**src/rtl/sipo_deser.sv**
```systemverilog
// Serial-in, parallel-out deserializer with valid/ack output handshake and sticky overrun.
// Optional even-parity trailer bit per frame enabled by defining SIPO_PARITY_EN.
module sipo_deser #(
  parameter int unsigned WIDTH     = 4,
  parameter bit          LSB_FIRST = 1'b1
) (
  input  logic                           clk,
  input  logic                           rst,
  input  logic                           sin,
  input  logic                           sin_valid,
  input  logic                           clear,
  input  logic                           par_ack,
  output logic [WIDTH-1:0]               par_out,
  output logic                           par_valid,
  output logic                           busy,
  output logic [$clog2(WIDTH+1)-1:0]     bit_cnt,
  output logic                           overrun,
  output logic                           par_err
);

  localparam int unsigned CNT_W = $clog2(WIDTH + 1);
`ifdef SIPO_PARITY_EN
  localparam int unsigned FRAME_LEN = WIDTH + 1;
`else
  localparam int unsigned FRAME_LEN = WIDTH;
`endif
  localparam logic [CNT_W-1:0] LAST_CNT = CNT_W'(FRAME_LEN - 1);

  typedef enum logic {
    IDLE  = 1'b0,
    SHIFT = 1'b1
  } state_e;

  state_e             state_q, state_d;
  logic [CNT_W-1:0]   cnt_q, cnt_d;
  logic [WIDTH-1:0]   shift_q, shift_d;
  logic [WIDTH-1:0]   par_out_q, par_out_d;
  logic               par_valid_q, par_valid_d;
  logic               overrun_q, overrun_d;
  logic [WIDTH-1:0]   shifted;
  logic               last_bit;
`ifdef SIPO_PARITY_EN
  logic               par_err_q, par_err_d;
`endif

  always_ff @(posedge clk or posedge rst) begin
    if (rst) begin
      state_q     <= IDLE;
      cnt_q       <= '0;
      shift_q     <= '0;
      par_out_q   <= '0;
      par_valid_q <= 1'b0;
      overrun_q   <= 1'b0;
`ifdef SIPO_PARITY_EN
      par_err_q   <= 1'b0;
`endif
    end else begin
      state_q     <= state_d;
      cnt_q       <= cnt_d;
      shift_q     <= shift_d;
      par_out_q   <= par_out_d;
      par_valid_q <= par_valid_d;
      overrun_q   <= overrun_d;
`ifdef SIPO_PARITY_EN
      par_err_q   <= par_err_d;
`endif
    end
  end

  // Next-state, shift datapath and handshake bookkeeping.
  always_comb begin
    state_d     = state_q;
    cnt_d       = cnt_q;
    shift_d     = shift_q;
    par_out_d   = par_out_q;
    par_valid_d = par_valid_q;
    overrun_d   = overrun_q;
`ifdef SIPO_PARITY_EN
    par_err_d   = par_err_q;
`endif

    if (LSB_FIRST) begin
      shifted = {sin, shift_q[WIDTH-1:1]};
    end else begin
      shifted = {shift_q[WIDTH-2:0], sin};
    end
    last_bit = !clear && sin_valid && (cnt_q == LAST_CNT);

    case (state_q)
      IDLE:    if (!clear && sin_valid) state_d = SHIFT;
      SHIFT:   if (clear || last_bit)   state_d = IDLE;
      default: state_d = IDLE;
    endcase

    if (par_ack) begin
      par_valid_d = 1'b0;
    end

    if (clear) begin
      cnt_d   = '0;
      shift_d = '0;
    end else if (last_bit) begin
      cnt_d       = '0;
      shift_d     = '0;
      par_valid_d = 1'b1;
      if (par_valid_q && !par_ack) begin
        overrun_d = 1'b1;
      end
`ifdef SIPO_PARITY_EN
      // Final bit is the parity trailer; the data word is already assembled.
      par_out_d = shift_q;
      par_err_d = (^shift_q) ^ sin;
`else
      par_out_d = shifted;
`endif
    end else if (sin_valid) begin
      cnt_d   = cnt_q + CNT_W'(1);
      shift_d = shifted;
    end
  end

  assign par_out   = par_out_q;
  assign par_valid = par_valid_q;
  assign busy      = (state_q == SHIFT);
  assign bit_cnt   = cnt_q;
  assign overrun   = overrun_q;
`ifdef SIPO_PARITY_EN
  assign par_err   = par_err_q;
`else
  assign par_err   = 1'b0;
`endif

endmodule

```
**config.mk**
```make
export PLATFORM = sky130hd
export DESIGN_NAME = sipo_deser
export DESIGN_NICKNAME = d
export VERILOG_FILES = /design/src/rtl/sipo_deser.sv
export SDC_FILE = /design/constraint.sdc
export NUM_CORES = 1
export LEC_CHECK = 0
export CORE_MARGIN = 3
export CORE_UTILIZATION = 44
export DETAILED_ROUTE_END_ITERATION = 12
export PLACE_DENSITY_LB_ADDON = 0.12
export SLEW_MARGIN = 40
export SYNTH_ARGS = -nofsm -noshare
export SYNTH_HDL_FRONTEND = slang
export SYNTH_SLANG_ARGS = --single-unit
```
**constraint.sdc**
```tcl
create_clock -name clk -period 1.8 [get_ports clk]
set_input_delay 0.18 -clock clk [delete_from_list [all_inputs] [get_ports clk]]
set_output_delay 0.18 -clock clk [all_outputs]
set_load 0.02 [all_outputs]
```
==> key figures <==
Placed design
  • DP HPWL: 792 µm
  • Buffers on Ports: 15
  • Global placement routability congestion: 0.749

Drt
  • First-pass detailed-route iteration total: 2
  • Drt drc: 0
  • Avg WL per Cell: 12.7 µm
  • Post-route ant nets: 0
  • Via density: 5.04
  • Detailed Route WL: 1.03 mm
  • 1st-iter DRT viols: 11
  • Routed vias: 408

Worst setup path
  • Crit-path cells: clkdlybuf4s50_1
  • Top delay family on crit path: buffers and inverters
  • Critical path type: reg -> out
  • Endpoint type of the worst setup path: primary output
  • CP max stage cell: clkdlybuf4s50_1
  • Slowest stage delay, CP: 640 ps
  • Critical-path maximum fanout: 5
  • WP data required: 1620 ps
  • Critical path launch point type: register
  • Crit path buf inv count: 1
  • Worst Path Arrival: 1350 ps

Synth
  • Prevailing post-synth register cell: dfrtp_1
  • Leading area contributor after synthesis: dfrtp_1
  • Synth top area cells: dfrtp_1 53%, mux2_4 9.9%, o41ai_1 4.3%
  • Commonest cells post-synth: 13 x dfrtp_1, 6 x inv_1, 4 x mux2_4
  • Yosys reg bits: 13
  • FFs w/ async S/R, synth: 1.00
  • Yosys cell types: 20
  • Syn_nets: 57
  • Number of synthesized flops with an enable pin: 0
  • Most frequent cell after synthesis: dfrtp_1
  • Post-Synthesis Cell Area: 609 µm²
  • Synth Area per Inst: 12.2 µm²
  • Yosys Warn Count: 0
  • Top cell type's share of synthesized area: 0.534
  • Sequential element share of the synthesized area: 0.534
  • Cell count after synthesis: 50

CTS
  • H-tree depth: 1
  • Sink Count: 13
  • CTS hold repair buffers: 0
  • CTS Buf Count: 3
  • Resized cells post-CTS: 0
  • CTS tree: built
  • Worst-path clk slew: 90 ps
  • Setup Fix Bufs, Post-CTS: 0
  • Deepest clock path buffer count: 2
  • Root Buffer: clkbuf_4
  • Worst skew pair latency: 280 ps

Timing
  • Final TNS setup: 0 ps
  • Max-slew violations: 0
  • Final setup viols: 0
  • Final Skew: 9.74 ps
  • Post-layout min period: 1530 ps
  • RSZ-0062 raised after global routing: false
  • Max Fclk: 653 MHz
  • Final hold vios: 0
  • Period utilization: 0.851

Floorplanning
  • Die width: 43.2 µm
  • Rows: 12
  • Num ports: 17
  • Total core area: 0.00120 mm²
  • Die Footprint: 0.00187 mm²
  • Initial core utilization: 0.507
  • Die Ht: 43.2 µm

Run status
  • Status: completed

Power
  • Power Density: 752 mW/mm²
  • Worst vdd ir: 513 µV
  • Leakage power: 0.370 nW

Job
  • Maxcap violations: 0

Layout
  • Area grow syn2layout: 29.6%
  • Layout cell share with drive strength beyond 1: 0.149
  • Filler cells: 96
  • Final net count: 75
  • Fin util: 0.657
  • Antenna diodes: 0

Global routing
  • Gr usage total: 0.136
  • Initial antenna violation count: 0
  • Wire length of the first global-routing pass: 1.89 mm
  • Largest net degree at the start of global routing: 14
  • Number of global-route vias before repair: 396
  • Grt ovf: 0

Worst hold path
  • Worst Hold Class: in -> async
## cell type report
class / instances / area, µm² / share of cell area
tap: 14 / 17.5 / 0.0222
inverter: 7 / 26.3 / 0.0333
multi-input combinational: 26 / 229 / 0.290
timing repair buffer: 17 / 165 / 0.209
sequential: 13 / 325 / 0.412
clock buffer: 4 / 26.3 / 0.0333
## power by group
| group | total, mW | switching [mW] | internal, mW |
|---|---|---|---|
| clock network | 0.183 | 0.0971 | 0.0860 |
| logic | 0.0953 | 0.0447 | 0.0505 |
| registers | 0.315 | 0.00963 | 0.306 |
## logic make-up (layout without fill, tap and decap cells)
logic type      Yosys count  in the layout  synth area share
flops                    13             13             0.534
other cells               1              1           0.00615
mux                       4              4            0.0986
buf+inv                  11             28            0.0903
compound gates            9              9             0.125
simple gates             11             11             0.125
fa+ha+maj                 1              1            0.0205
## layer usage
| metal | part of all wire | track usage |
|---|---|---|
| met3 | 0.062 | 0.0424 |
| met5 | 0 | 0 |
| met4 | 0.014 | 0.0542 |
| met1 | 0.52 | 0.200 |
| met2 | 0.41 | 0.183 |
## worst paths after layout
kind | slack [ps] | to | start | depth (start not counted)
hold reg to reg | 480 | overrun$_DFFE_PP0P_ | overrun$_DFFE_PP0P_ | 1
hold / removal | 210 | bit_cnt[1]$_DFFE_PP0P_ | rst | 2
setup reg to reg | 310 | par_out[3]$_DFFE_PP0P_ | bit_cnt[0]$_DFFE_PP0P_ | 3
min in group clk | 480 | overrun$_DFFE_PP0P_ | overrun$_DFFE_PP0P_ | 1
setup / recovery | 270 | bit_cnt[2] | bit_cnt[2]$_DFFE_PP0P_ | 1
max in group asynchronous | 1260 | par_out[2]$_DFFE_PP0P_ | rst | 2
## cell usage in the layout (no fill, tap or decap), types with 3 or more instances in the layout
cell type,netlist,final
mux2_4,4,4
dfrtp_1,13,13
nor2_1,3,3
clkbuf_4,0,3
inv_1,6,6
or3b_1,3,3
clkdlybuf4s50_1,0,15
o41ai_1,3,3
## through the flow
step           power, mW  std cells  hold WS [ps]  worst slack (ps)  cell area, µm²
2_1_floorplan      0.375         50          57.0               359             609
3_3_place_gp       0.417         77           450               238             763
3_5_place_dp       0.418         77           463               238             763
4_1_cts            0.602         81           230               264             790
5_1_grt            0.623         81           254               212             790
6_report           0.594         81           207               268             790
## registers in the layout, indices dropped and copies added, names as in the netlist
| signal | count |
|---|---|
| bit_cnt | 3 |
| overrun | 1 |
| busy | 1 |
| par_out | 4 |
| shift_q | 3 |
| par_valid | 1 |
Power figures use the tool's default switching activity.
